## src/rtl/reg_file_32x32_if.sv

```systemverilog
// Register-file access bundle: one write port (we/wa/wd) and two read ports (ra/rd).
// The master side is decode/writeback. The slave side is the register file.
interface reg_file_32x32_if;
  logic        we;
  logic [4:0]  wa;
  logic [31:0] wd;
  logic [4:0]  ra1;
  logic [4:0]  ra2;
  logic [31:0] rd1;
  logic [31:0] rd2;

  modport master (
    output we, wa, wd, ra1, ra2,
    input  rd1, rd2
  );

  modport slave (
    input  we, wa, wd, ra1, ra2,
    output rd1, rd2
  );
endinterface

```

## src/rtl/reg_file_32x32.sv

```systemverilog
// RISC-V integer register file x0..x31: one synchronous write port and two combinational read ports.
// x0 is hardwired to zero. An optional write-first bypass forwards wd to a read port in the same cycle.
module mux_32to1 (
  input  logic [31:0] in_data [32],
  input  logic [4:0]  sel,
  output logic [31:0] out_data
);
  assign out_data = in_data[sel];
endmodule

module reg_file_32x32 #(
  parameter bit          BYPASS    = 1'b1,
  parameter logic [31:0] RESET_VAL = 32'h0000_0000
) (
  input  logic             clk,
  input  logic             rst_n,
  reg_file_32x32_if.slave  bus
);

  // A write may only commit once a falling clk edge has seen rst_n high.
  // As a result, the clk edge on which reset is released can never be a write edge.
  logic wr_arm;

  always_ff @(negedge clk or negedge rst_n) begin
    if (!rst_n) wr_arm <= 1'b0;
    else        wr_arm <= 1'b1;
  end

  logic commit;
  assign commit = wr_arm & bus.we & (bus.wa != 5'd0);

  logic [31:1] wen;

  always_comb begin
    wen = '0;
    for (int i = 1; i < 32; i++) begin
      wen[i] = commit && (bus.wa == 5'(i));
    end
  end

  logic [31:0] bank [32];
  assign bank[0] = 32'h0;

  for (genvar g = 1; g < 32; g++) begin : g_reg
    logic [31:0] q;
    always_ff @(posedge clk or negedge rst_n) begin
      if (!rst_n)      q <= RESET_VAL;
      else if (wen[g]) q <= bus.wd;
    end
    assign bank[g] = q;
  end

  logic [31:0] bank_rd1;
  logic [31:0] bank_rd2;

  mux_32to1 u_mux_rd1 (
    .in_data  (bank),
    .sel      (bus.ra1),
    .out_data (bank_rd1)
  );

  mux_32to1 u_mux_rd2 (
    .in_data  (bank),
    .sel      (bus.ra2),
    .out_data (bank_rd2)
  );

  // Bypass only fires when the write will actually commit.
  // This keeps it off for x0 and while reset is asserted.
  logic hit1;
  logic hit2;
  assign hit1 = BYPASS && commit && (bus.wa == bus.ra1);
  assign hit2 = BYPASS && commit && (bus.wa == bus.ra2);

  assign bus.rd1 = hit1 ? bus.wd : bank_rd1;
  assign bus.rd2 = hit2 ? bus.wd : bank_rd2;

endmodule

```

## src/flat_wrapper.sv

```systemverilog
// flat-port wrapper written by rule: the top's interface ports become plain ports
module reg_file_32x32_flat 
#(
  parameter bit          BYPASS    = 1'b1,
  parameter logic [31:0] RESET_VAL = 32'h0000_0000
)
  (clk, rst_n, bus_we, bus_wa, bus_wd, bus_ra1, bus_ra2, bus_rd1, bus_rd2);
  reg_file_32x32_if bus_i ();
  input  logic clk;
  input  logic rst_n;
  input wire logic [$bits(bus_i.we)-1:0] bus_we;
  input wire logic [$bits(bus_i.wa)-1:0] bus_wa;
  input wire logic [$bits(bus_i.wd)-1:0] bus_wd;
  input wire logic [$bits(bus_i.ra1)-1:0] bus_ra1;
  input wire logic [$bits(bus_i.ra2)-1:0] bus_ra2;
  output wire logic [$bits(bus_i.rd1)-1:0] bus_rd1;
  output wire logic [$bits(bus_i.rd2)-1:0] bus_rd2;
  assign bus_i.we = bus_we;
  assign bus_i.wa = bus_wa;
  assign bus_i.wd = bus_wd;
  assign bus_i.ra1 = bus_ra1;
  assign bus_i.ra2 = bus_ra2;
  assign bus_rd1 = bus_i.rd1;
  assign bus_rd2 = bus_i.rd2;
  reg_file_32x32 #(.BYPASS(BYPASS), .RESET_VAL(RESET_VAL)) u_core (.clk(clk), .rst_n(rst_n), .bus(bus_i));
endmodule
```

## config.mk

```make
export PLATFORM = sky130hd
export DESIGN_NAME = reg_file_32x32_flat
export DESIGN_NICKNAME = d
export VERILOG_FILES = /design/src/rtl/reg_file_32x32_if.sv /design/src/rtl/reg_file_32x32.sv /design/src/flat_wrapper.sv
export SDC_FILE = /design/constraint.sdc
export NUM_CORES = 2
export LEC_CHECK = 0
export CAP_MARGIN = 20
export CORE_MARGIN = 2
export CORE_UTILIZATION = 55
export DETAILED_ROUTE_END_ITERATION = 8
export PLACE_DENSITY = 0.72
export SLEW_MARGIN = 40
export SYNTH_ARGS = -nofsm -noshare
export SYNTH_HDL_FRONTEND = slang
export SYNTH_HIERARCHICAL = 1
export SYNTH_SLANG_ARGS = --single-unit
```

## constraint.sdc

```tcl
create_clock -name clk -period 2.15 [get_ports clk]
set_input_delay 0.3225 -clock clk [delete_from_list [all_inputs] [get_ports clk]]
set_output_delay 0.3225 -clock clk [all_outputs]
set_load 0.02 [all_outputs]
```

==> impl_results.md <==
- Count of different cell masters after synthesis: 37
- First-pass GRT wire length: 278 mm
- Worst Path Required: 1.83 ns
- Design area: 70,300 um^2
- CTS Buffer Depth: 3
- DIE AREA: 104,000 um^2
- Worst Hold Class: primary input to async pin
- All-Layer GR Usage: 0.356
- Die width: 323 um
- Buffers on Ports: 113
- Final #Nets: 5,154
- Initial antenna violation count: 3
- Area grow syn2layout: 25.8%
- Multi-input gate area: 30,200 um^2
- FF+latch count, synth: 993
- Remaining global-route overflow: 0
- Slew headroom: 0.466
- Worst path bufs/invs: 4
- Core area: 100,000 um^2
- Final worst setup slack: -2.10 ns
- Kind of critical path: flop to output port
- CTS root buf: clkbuf_16
- Outcome: complete, but fails checks
- Worst setup SP type: flop
- Total area of sequential cells: 24,800 um^2
- Power Density: 756 nW/um^2
- Drt via density: 6.52
- Leakage: 34.0 nW
- Vias in the first global route: 43,200
- Cells after synthesis: 4,642
- Final WL: 191 mm
- DRC: 0
- FILL cells: 6,991
- Max stage delay on crit path: 0.45 ns
- Skew final: 0.0658 ns
- RePlAce Congestion: 0.877
- Avg Inst Size Synth: 12.0 um^2
- Starting density of the core: 0.556
- CTS tree: built
- CTS Buf Count: 109
- Peak supply drop: 0.649 mV
- Final ANT Viol Nets: 0
- DP Cell Count: 6,247
- Initial DRC Count: 5,004
- Largest net degree at the start of global routing: 137
- Die height: 323 um
- # IOs: 114
- Maxcap violations: 0
- Final Setup Violations: 1,056
- Drt pass-1 iters: 6
- Sink Count: 993
- Pin slew with the least headroom to its limit: 0.800 ns
- Vias: 42,700
- Non-Filler Instances: 6,551
- Post-synthesis sequential area ratio: 0.445
- Crit-path cells: nand2_2 -> or4_4 -> nor4_4 -> buf_6 -> buf_12 -> buf_12 -> mux2_4 -> buf_6
- Layout cell share with drive strength beyond 1: 0.381
- Routed WL per cell: 29.1 um
- Worst-path fanout max: 6
- Num rows: 116
- RSZ-0062 raised after global routing: yes
- Clock Latency Late Sink: 0.72 ns
- Critical Path Sink Type: output port
- Mapped cell area: 55,800 um^2
- Placed inst area: 63,900 um^2
- Slowest cell on the critical path: dfrtn_1
- YS warnings: 6
- Clk slew on worst S/H paths: 0.06 ns
- H-tree levels: 3
- Violations in the final reports: negative setup slack
- Max Slew Vio Count: 0
- Critical path's top delay family: simple AND/OR/NAND/NOR gates
- Crit path DAT: 3.93 ns
- Dpl ws: -1.74 ns
- Final hold vios: 0
- Hpwl dp: 114 mm
[area by class of cell]
| type | count | share of cell area |
|---|---|---|
| Timing Repair Buffer | 744 | 0.138 |
| Clock inverter | 42 | 0.00768 |
| Clock buffer | 158 | 0.0460 |
| Antenna cell | 1 | 0.0000356 |
| Multi-Input combinational cell | 3256 | 0.430 |
| Tap cell | 1357 | 0.0242 |
| Sequential cell | 993 | 0.354 |
[synth_stat cells (all sizes together)]
cell    number  area [um^2]
dfrtn        1         25.0
or3          2         12.5
or4          1         11.3
nand2      203          762
buf        292         1770
nor2b        2         12.5
and3b        1         8.76
nor3        68          340
mux2      1056        11900
dfrtp      992        24800
and2b        2         15.0
conb         2         7.51
xor2         5         43.8
nand3      196          981
a21oi      192          961
xnor2        5         43.8
mux2i     1024        10200
nor4         6         77.6
and3         1         6.26
a22o       128         1120
clkbuf     164          631
nand3b       1         7.51
nor2        22         82.6
or2          3         18.8
a22oi      192         1440
a31oi       64          400
and2         2         12.5
nand4        3         18.8
nand2b      12         75.1
[timing repair]
| action | in CTS | in global routing |
|---|---|---|
| resized for setup | 531 | 133 |
| pin swaps | 9 | 9 |
| setup buffers | 69 | 16 |
| setup endpoints to repair | 1056 | 1056 |
| cloned | 19 | 11 |
| hold buffers | 1 | 0 |
| hold endpoints to repair | 290 | 0 |
[report_power, final]
group | internal (mW) | total (mW) | switching, mW
Clock | 11.6 | 19.7 | 8.07
Combinational | 5.56 | 10.4 | 4.84
Sequential | 21.1 | 23.0 | 1.90
Total | 38.3 | 53.1 | 14.8
[metrics by stage]
stage	hold WS (ns)	TNS, ns	utilization	power, mW
2_1_floorplan	0.0269	-592.47	-	29.3
3_3_place_gp	0.240	-823.22	0.636	32.6
3_5_place_dp	0.241	-835.23	0.636	33.0
4_1_cts	0.0973	-1295.13	0.692	52.8
5_1_grt	0.117	-1535.38	0.699	55.0
6_report	0.110	-1499.60	0.700	53.1
[state kept, by name (all words and copies together), names as in the netlist]
| name | cells |
|---|---|
| u_core/g.q | 992 |
| u_core/wr_arm | 1 |
[cell usage in the layout (no fill, tap or decap), types with 6 or more instances in the layout]
master and n:
mux2i_1 1024, nor2_1 6, clkbuf_16 121, conb_1 65, buf_12 231, a31oi_1 64
buf_16 21, buf_6 117, dfrtp_1 992, clkbuf_1 18, a21oi_1 192, mux2_1 14
nand3_1 193, a22o_1 128, mux2_4 292, a22oi_1 192, nand2b_2 6, nand2_1 195
clkinv_2 23, nand2_2 8, nor2_4 16, buf_8 6, buf_4 311, clkdlybuf4s50_1 46
mux2_2 750, nor3_1 65, bufinv_16 10, clkbuf_8 30
[kinds of logic (layout without fill, tap and decap cells)]
family,count (synthesis),count (layout),synth area share
AOI/OAI and AO/OA,576,576,0.0703
xor gates and xnor gates,10,10,0.00157
buffers and inverters,456,944,0.0429
DFF,993,993,0.445
muxes,2080,2080,0.396
other,2,66,0.000134
and+or+nand+nor,525,525,0.0437
[worst paths after layout]
check,start,to,slack (ns),depth (start not counted)
max,u_core/wr_arm,bus_rd1[25],-2.10,8
min,rst_n,u_core/g_reg[6].q[11],0.11,2
max reg2reg,u_core/wr_arm,u_core/g_reg[21].q[29],-1.73,17
min reg2reg,u_core/g_reg[20].q[3],u_core/g_reg[20].q[3],0.51,1
max in group asynchronous,rst_n,u_core/wr_arm,0.71,2
min in group clk,bus_wd[1],u_core/g_reg[10].q[1],0.40,2
[layer usage]
metal / up-vias / part of all wire / track usage
li1: 18100 / - / -
met1: 21700 / 0.40 / 0.489
met2: 2339 / 0.44 / 0.534
met3: 560 / 0.11 / 0.0839
met4: 2 / 0.052 / 0.166
met5: - / 0.000068 / 0
No activity file was read; power rests on OpenSTA's default activity.
